### src/rtl/prog_loader.sv
// prog_loader
//
// Boot-time program loader. Receives a length-prefixed byte stream from a
// host link, assembles big-endian 32-bit words and writes them sequentially
// from word address 0 into the imem/dmem syncram write port. While a load is
// in flight the processor is held via cpu_hold so it never fetches a
// partially written program.
//
// Stream format: N[15:8], N[7:0], then N words of 4 bytes each, MSB first.
//
// Handshake: a byte is consumed on a rising edge exactly when
// byte_valid && byte_ready. byte_ready depends only on registered state, so
// the host may hold byte_valid/byte_data for as long as needed. The loader
// never times out.
//
// Ports:
//   clock, reset       rising-edge clock, asynchronous active-high reset
//   start              one-cycle load request (IDLE/DONE/ERROR only)
//   byte_valid/_data   host byte stream
//   byte_ready         loader accepts a byte this cycle
//   mem_address/_data  syncram write port address and word
//   mem_wren           one-cycle write strobe per word
//   cpu_hold           processor stall while loading (and after an error)
//   done, error        sticky status until the next start
//   words_written      words committed by the current or last load
//   state_dbg          current FSM state encoding for observation

module prog_loader #(
  parameter int ADDR_WIDTH = 12,
  parameter int DEPTH      = 2 ** ADDR_WIDTH
) (
  input  logic                  clock,
  input  logic                  reset,
  input  logic                  start,
  input  logic                  byte_valid,
  input  logic [7:0]            byte_data,
  output logic                  byte_ready,
  output logic [ADDR_WIDTH-1:0] mem_address,
  output logic [31:0]           mem_data,
  output logic                  mem_wren,
  output logic                  cpu_hold,
  output logic                  done,
  output logic                  error,
  output logic [ADDR_WIDTH:0]   words_written,
  output logic [2:0]            state_dbg
);

  typedef enum logic [2:0] {
    S_IDLE   = 3'd0,
    S_LEN_HI = 3'd1,
    S_LEN_LO = 3'd2,
    S_DATA   = 3'd3,
    S_WRITE  = 3'd4,
    S_DONE   = 3'd5,
    S_ERROR  = 3'd6
  } state_t;

  localparam logic [ADDR_WIDTH-1:0] ADDR_ONE  = 1;
  localparam logic [ADDR_WIDTH:0]   WORDS_ONE = 1;
  localparam logic [16:0]           DEPTH_17  = 17'(DEPTH);

  state_t      state;
  logic [7:0]  len_hi;
  logic [15:0] len;
  logic [1:0]  byte_idx;

  logic        xfer;
  logic [16:0] len_full;
  logic [16:0] words_after;

  assign xfer        = byte_valid && byte_ready;
  // Length as it becomes known on the LEN_LO transfer, widened so the
  // DEPTH comparison cannot overflow.
  assign len_full    = {1'b0, len_hi, byte_data};
  // Count after the word currently in WRITE commits.
  assign words_after = 17'(words_written) + 17'd1;

  // All outputs come from registered state; nothing reaches an output from
  // byte_valid, byte_data or start combinationally.
  assign byte_ready = (state == S_LEN_HI) || (state == S_LEN_LO) || (state == S_DATA);
  assign mem_wren   = (state == S_WRITE);
  assign cpu_hold   = (state == S_LEN_HI) || (state == S_LEN_LO) || (state == S_DATA) ||
                      (state == S_WRITE)  || (state == S_ERROR);
  assign done       = (state == S_DONE);
  assign error      = (state == S_ERROR);
  assign state_dbg  = state;

  always_ff @(posedge clock or posedge reset) begin
    if (reset) begin
      state         <= S_IDLE;
      len_hi        <= '0;
      len           <= '0;
      byte_idx      <= '0;
      mem_address   <= '0;
      mem_data      <= '0;
      words_written <= '0;
    end else begin
      case (state)
        S_IDLE, S_DONE, S_ERROR: begin
          if (start) begin
            state         <= S_LEN_HI;
            words_written <= '0;
            mem_address   <= '0;
            byte_idx      <= '0;
          end
        end
        S_LEN_HI: begin
          if (xfer) begin
            len_hi <= byte_data;
            state  <= S_LEN_LO;
          end
        end
        S_LEN_LO: begin
          if (xfer) begin
            len <= len_full[15:0];
            if (len_full == 17'd0) begin
              state <= S_DONE;
            end else if (len_full > DEPTH_17) begin
              state <= S_ERROR;
            end else begin
              state       <= S_DATA;
              byte_idx    <= '0;
              mem_address <= '0;
            end
          end
        end
        S_DATA: begin
          if (xfer) begin
            // Shift-in packs big-endian: first byte ends up in [31:24].
            mem_data <= {mem_data[23:0], byte_data};
            byte_idx <= byte_idx + 2'd1;
            if (byte_idx == 2'd3) begin
              state <= S_WRITE;
            end
          end
        end
        S_WRITE: begin
          // The write commits on this edge. When N == DEPTH the address
          // wraps to 0 here, but the FSM leaves for DONE at the same time.
          words_written <= words_written + WORDS_ONE;
          mem_address   <= mem_address + ADDR_ONE;
          if (words_after == {1'b0, len}) begin
            state <= S_DONE;
          end else begin
            state <= S_DATA;
          end
        end
        default: state <= S_IDLE;
      endcase
    end
  end

endmodule

### config.mk
export PLATFORM = sky130hd
export DESIGN_NAME = prog_loader
export DESIGN_NICKNAME = d
export VERILOG_FILES = /design/src/rtl/prog_loader.sv
export SDC_FILE = /design/constraint.sdc
export NUM_CORES = 1
export LEC_CHECK = 0
export ABC_AREA = 1
export CAP_MARGIN = 5
export CORE_MARGIN = 3
export CORE_UTILIZATION = 35
export CTS_BUF_LIST = sky130_fd_sc_hd__clkbuf_8
export CTS_CLUSTER_SIZE = 25
export DETAILED_ROUTE_END_ITERATION = 16
export PLACE_DENSITY = 0.69
export SYNTH_ARGS = -nofsm -noshare
export SYNTH_HDL_FRONTEND = slang
export SYNTH_SLANG_ARGS = --single-unit
export TNS_END_PERCENT = 50
### constraint.sdc
create_clock -name clock -period 4 [get_ports clock]
set_clock_uncertainty 0.05 [all_clocks]
set_input_delay 0.8 -clock clock [delete_from_list [all_inputs] [get_ports clock]]
set_output_delay 0.8 -clock clock [all_outputs]
set_load 0.1 [all_outputs]
### Word level (Yosys, flattened, before mapping)

Cells that the tools add are included.
W data, S select, Z words.

* bits in registers: 86
* output and inout port bits: 65
* word-level logic and storage cells: 67

* $add $sub $neg: 4
* $lt $le $gt $ge: 1
* equality and inequality tests: 15
* muxes and demuxes: 22
* reduce and logical (&&, ||, !) cells: 18

Operator list (count)
* $mux W12: 4
* $pmux W12 S3: 1
* $pmux W13 S2: 1
* $mux W3: 8
* $logic_not A17 Y1: 1
* $eq A14 B16 Y1: 1
* $gt A16 B13 Y1 const B: 1
* $pmux W3 S5: 1
* $add A13 B1 Y14 const B: 1
* $add A13 B1 Y13 const B: 1
* $mux W13: 1
* $add A12 B1 Y12 const B: 1
* $ne A2 B2 Y1 const B: 6
* $mux W2: 5
* $reduce_and A5 Y1: 2
* $eq A3 B3 Y1 const B: 3
* $reduce_and A2 Y1: 4
* $eq A3 B2 Y1 const B: 2
* $pmux W2 S3: 1
* $reduce_and A6 Y1: 1
* $reduce_bool A3 Y1: 2
* $logic_or A1 B1 Y1: 4
* $eq A3 B1 Y1 const B: 1
* $logic_not A3 Y1: 1
* other kinds (6): 6

### Logic depth before layout (Yosys ltp)

Gate-level depths: netlist (run 1).

* word-level depth: 6
* mapped depth: 16

### Worst setup path before layout (run 1)

Ideal clock, no wire load.

* kind: reg-to-output
* from: register state[2], in the netlist state_dbg[2]
* to: output port cpu_hold
* arrival time: 3441 ps
* path slack: -291 ps
* cell stages (with the launch flop): 4
* path buffers: 1
* cell sequence: dfrtp_1 > buf_2 > inv_1 > o21ai_0

* longest elaborated chain between the ends: 5

Ends and longest elaborated chain
* start, declared: line 62 `state_t state;`
* start signal, assigned: line 90 `state <= S_IDLE;`
* start signal, assigned: line 101 `state <= S_LEN_HI;`
* start signal, assigned: line 110 `state <= S_LEN_LO;`
* $eq A3 B1 Y1 / $eq A3 B2 Y1 (equally long branches): line 82 `assign cpu_hold = (state == S_LEN_HI) || (state == S_LEN_LO) || (state == S_DATA) ||`
* $logic_or A1 B1 Y1 (3 in series): line 82
* $logic_or A1 B1 Y1 (*): line 83 `(state == S_WRITE) || (state == S_ERROR);`
* end, declared: line 41 `output logic cpu_hold,`

Mark *: on every way between the ends. The rest lies on a longest branch, timed or not.

### Worst setup path after layout (run 1)

* from: register state[2], in the netlist state_dbg[2]
* to: output port error

* longest elaborated chain between the ends: 1

Ends and longest elaborated chain
* $eq A3 B3 Y1: line 85 `assign error = (state == S_ERROR);`
* end, declared: line 43 `output logic error,`

No other way between the ends.

==> results.json, run 1 <==
{
  "vias_per_cell": 5.00,
  "synth_ff_type": "dfrtp_1",
  "die_w_um": 117,
  "synth_async_sr_flop_share_pct": 100,
  "cts_max_level": 3,
  "clock_latency_ns": 0.35,
  "rrSetupSlack_ns": 1.80,
  "crit_chain": "nand3_1, inv_1, clkdlybuf4s50_1",
  "initial_core_util_pct": 36.7,
  "rsz0062_at_grt": "false",
  "synth_seq_cells": 86,
  "globalRouteTotalUtil_pct": 16.0,
  "cts_resized": 0,
  "num_antenna_cells": 0,
  "wl_um": 10400,
  "synth_nets": 550,
  "yosysTopAreaCell": "dfrtp_1",
  "place_hpwl_um": 7570,
  "drive_gt1_share_pct": 8.46,
  "synth_top_cell_area_share_pct": 50.1,
  "worstMarginPinSlew_ns": 0.996,
  "status": "complete, no violations",
  "ys_warn_count": 0,
  "rows": 39,
  "period_share_pct": 77.1,
  "fin_setup_tns_ns": 0,
  "drt-pass1-iter-count": 4,
  "place_congestion": 0.842,
  "root_buffer": "clkbuf_8",
  "maxCapViolCount": 0,
  "hold_violations": 0,
  "first_iter_violations": 214,
  "die_y_um": 117,
  "grt_pass1_vias": 3737,
  "maxSlewViolCount": 0,
  "ys_seq_area_share_pct": 50.1,
  "vias": 3790,
  "area_growth_pct": 24.9,
  "critPathKind": "flop to output pin",
  "cp-end-kind": "output pin",
  "synth_area_per_cell_um2": 8.03,
  "cts_setup_buffers": 0,
  "wl_per_cell_um": 13.7,
  "slew_headroom_pct": 33.4,
  "netlist_top_cells_area": "dfrtp_1, nand2_1, inv_1",
  "fin_nets": 626,
  "start_kind": "flop",
  "synth_edf_count": 0,
  "grt_pass1_wl_um": 17500,
  "hold_buffers": 0,
  "clk_pin_slew_ns": 0.09,
  "numPortBuffers": 76,
  "netlist_area_um2": 4300,
  "grt_antenna_before_repair": 0,
  "fmax_mhz": 324,
  "cts.sinks": 86,
  "core-area_um2": 11700,
  "ys_types": 32,
  "netlist_instances": 535,
  "io_pins": 77,
  "drc": 0,
  "cts_tree": "yes",
  "min_path_type": "flop to flop",
  "critPathMaxStageDelay_ns": 1.12,
  "die-area_um2": 13600,
  "grt_overflow_total": 0,
  "setup_viol": 0,
  "cp.arrival_ns": 2.24,
  "min_period_ns": 3.09,
  "cp_slowest_cell": "clkdlybuf4s50_1",
  "required_ns": 3.15,
  "ant_nets": 0,
  "critPathMaxFanout": 10,
  "grt_max_degree": 58,
  "cts_max_path_buffers": 2,
  "cts_buffers": 9
}
-- state kept, by name, summed over array words and instances (netlist names) --
signal / flops
byte_idx: 2
words_written: 13
mem_data: 32
len_hi: 8
mem_address: 12
state_dbg: 3
len: 16
-- stage by stage --
step / instance area, um2 / util, % / std cells / setup WS (ns) / hold WS (ns)
final: 5370 / 45.8 / 758 / 0.915 / 0.439
after CTS: 5370 / 45.8 / 758 / 0.899 / 0.445
after global placement: 5190 / 44.3 / 743 / 1.35 / 0.417
after floorplan: 4300 / - / 535 / 0.468 / 0.396
after detailed placement: 5190 / 44.3 / 743 / 1.30 / 0.423
after global routing: 5370 / 45.8 / 758 / 0.771 / 0.469
-- layer usage --
metal	share of wire (%)	wire [um]	vias up	GRT usage, %
li1	-	-	1871	-
met1	46	4800	1798	21.3
met2	46	4780	108	25.0
met3	6.4	667	13	4.32
met4	1.4	143	0	6.12
met5	0	0	-	0
-- synth_stat cells, types with 5 or more instances --
cell / n
nor2_1: 33
o21ai_0: 57
nand4_1: 10
dfrtp_1: 86
mux2_2: 9
nor3_1: 6
o22ai_1: 9
a21oi_1: 16
inv_1: 77
nand3b_1: 5
nand2_1: 138
nand3_1: 38
clkbuf_1: 10
nand2_2: 5
-- cells in the final DEF, fill, tap and decap left out, drive strengths merged --
cell type	n
nand2	144
dfrtp	86
inv	76
clkdlybuf4s50	73
o21ai	62
nand3	42
nor2	41
a21oi	16
nand4	10
clkbuf	10
mux2	9
o22ai	9
buf	7
nor3	6
nand3b	5
xor2	4
ha	3
clkinvlp	3
clkinv	3
o211ai	1
and2	1
and3	1
or2	1
nor4	1
xnor2	1
-- worst paths after layout --
| kind | startpoint | to | cells past startpoint |
|---|---|---|---|
| setup reg to reg | state_dbg[2] | words_written[3] | 6 |
| setup / recovery | state_dbg[2] | error | 3 |
| min in group asynchronous | reset | mem_data[22] | 2 |
| max in group asynchronous | reset | state_dbg[2] | 3 |
| hold / removal | len[8] | len[8] | 2 |
| hold reg to reg | len[8] | len[8] | 2 |
-- final cells by class --
class / instances / area [um2]
Sequential cell: 86 / 2150
Clock inverter: 5 / 36.3
Tap cell: 143 / 179
Fill cell: 1152 / 6340
Multi-Input combinational cell: 357 / 1790
Inverter: 77 / 290
Timing Repair Buffer: 80 / 783
Clock buffer: 10 / 138
-- worst max-delay path: cells and delay by family (launching register included) --
family                 cells  cell delay [ns]
and+or+nand+nor            1             0.17
buffers and inverters      2             1.19
DFF                        1             0.52
-- cells by family (layout without fill, tap and decap cells) --
logic type / count (synthesis) / after routing / share of synthesized area, %
and+or+nand+nor: 252 / 252 / 26.7
buffers and inverters: 92 / 172 / 8.30
AOI/OAI and AO/OA: 88 / 88 / 10.7
DFF: 86 / 86 / 50.1
muxes: 9 / 9 / 2.36
xor gates and xnor gates: 5 / 5 / 1.02
adders and majority gates: 3 / 3 / 0.873
Power of run 1 is not shown: default switching activity piles up to over one toggle a cycle in this logic, so the estimate is an artifact.
==> inputs of run 2 (changes only) <==
Settings changed: PLACE_DENSITY 0.69 to 0.71.
Clock period 4 ns to 2.7 ns, I/O delays scaled along.
==> run 2 against run 1 <==
Compared with the run above:
- via count decreased by 1.1%
- sequential share of layout area increased by 0.73 points
- critical path depth increased by 2
- critical path type unchanged
==> results.json, run 2 (synthesized netlist as in run 1, its figures left out) <==
{
  "required_ns": 2.11,
  "numPortBuffers": 76,
  "final_cell_mix": "nand2_1, dfrtp_1, inv_1",
  "min_period_ns": 2.13,
  "worstMarginPinSlew_ns": 0.479,
  "root_buffer": "clkbuf_8",
  "setup_viol": 0,
  "cp-end-kind": "output pin",
  "cts_resized": 0,
  "drc": 0,
  "clk_pin_slew_ns": 0.09,
  "cp_slowest_cell": "dfrtp_1",
  "place_congestion": 0.815,
  "globalRouteTotalUtil_pct": 15.7,
  "final_common_cell": "nand2_1",
  "wl_per_cell_um": 13.4,
  "critPathKind": "flop to output pin",
  "vias_per_cell": 4.93,
  "first_iter_violations": 155,
  "maxCapViolCount": 0,
  "crit_family": "buffers and inverters",
  "cts_tree": "yes",
  "grt_pass1_vias": 3765,
  "rsz0062_at_grt": "false",
  "period_share_pct": 78.9,
  "ant_nets": 0,
  "vias": 3748,
  "cp_common_cell": "inv_1",
  "grt_overflow_total": 0,
  "start_kind": "flop",
  "fill_cells": 1157,
  "clock_latency_ns": 0.34,
  "rows": 39,
  "top_regs": "mem_data (32), len (16), words_written (13)",
  "io_pins": 77,
  "maxSlewViolCount": 0,
  "fin_nets": 628,
  "hold_buffers": 0,
  "cts_max_level": 3,
  "grt_pass1_wl_um": 17400,
  "largest_register_ff_count": 32,
  "die_w_um": 117,
  "cts_max_path_buffers": 2,
  "crit_chain": "nor2_1, inv_1, nand2_1, inv_1, buf_4",
  "pre_cts_ws_ns": 0.291,
  "crit_buf_inv": 3,
  "place_hpwl_um": 7620,
  "hold_violations": 0,
  "initial_core_util_pct": 36.7,
  "setup_ws_ns": 0.569,
  "min_path_type": "flop to flop",
  "core-area_um2": 11700,
  "grt_max_degree": 58,
  "status": "complete, no violations",
  "fin_setup_tns_ns": 0,
  "regArea_um2": 2150,
  "die-area_um2": 13600,
  "grt_antenna_before_repair": 0,
  "critPathMaxStageDelay_ns": 0.48,
  "cts.sinks": 86,
  "area_growth_pct": 22.7,
  "die_y_um": 117,
  "cts_setup_buffers": 0,
  "num_antenna_cells": 0,
  "fmax_mhz": 469,
  "critPathMaxFanout": 7,
  "wl_um": 10200,
  "drive_gt1_share_pct": 19.1,
  "regMostFlops": "mem_data",
  "slew_headroom_pct": 68.0,
  "cts_buffers": 9,
  "multi_input_area_um2": 1790,
  "drt-pass1-iter-count": 4,
  "cp.arrival_ns": 1.54
}
==> run 2: path summary, 6_finish.rpt <==
kind                                        from            to  slack, ns  cells after the start
min in group asynchronous                  reset  mem_data[16]       0.57                      3
worst max-delay path                state_dbg[1]    byte_ready       0.57                      5
max in group asynchronous                  reset     len_hi[5]       1.69                      3
worst min register to register       byte_idx[1]   byte_idx[1]       0.44                      2
worst min-delay path                 byte_idx[1]   byte_idx[1]       0.44                      2
worst max register to register  words_written[0]  state_dbg[1]       0.72                     14
==> run 2: final cells by class <==
type	count	area share [%]
well taps	143	3.39
clock inverters	6	0.735
multi-input cells	357	34.0
clock buffers	10	2.61
inverters	77	5.55
repair buffers	82	12.9
flip-flops and latches	86	40.8
==> run 2: tightest hold or removal path, stage by stage (launching register included) <==
cell     delay, ns
dfrtp_1       0.36
nand2_1       0.05
nand2_1       0.05
==> run 2: routing by layer <==
layer | share of wire, % | up-vias | routed length, um | global-route usage (%)
li1 | - | 1876 | - | -
met1 | 46 | 1781 | 4740 | 21.3
met2 | 46 | 85 | 4720 | 25.1
met3 | 6.9 | 6 | 709 | 3.96
met4 | 0.66 | 0 | 68 | 4.51
met5 | 0 | - | 0 | 0
==> run 2: metrics by stage <==
step / hold slack (ns) / area, um2 / util, % / std cells
after floorplan: 0.396 / 4310 / - / 535
after global placement: 0.413 / 5100 / 43.5 / 745
after detailed placement: 0.421 / 5100 / 43.5 / 745
after CTS: 0.443 / 5280 / 45.0 / 761
after global routing: 0.465 / 5280 / 45.0 / 761
final: 0.437 / 5280 / 45.0 / 761
Power of run 2 is left out for the same reason.
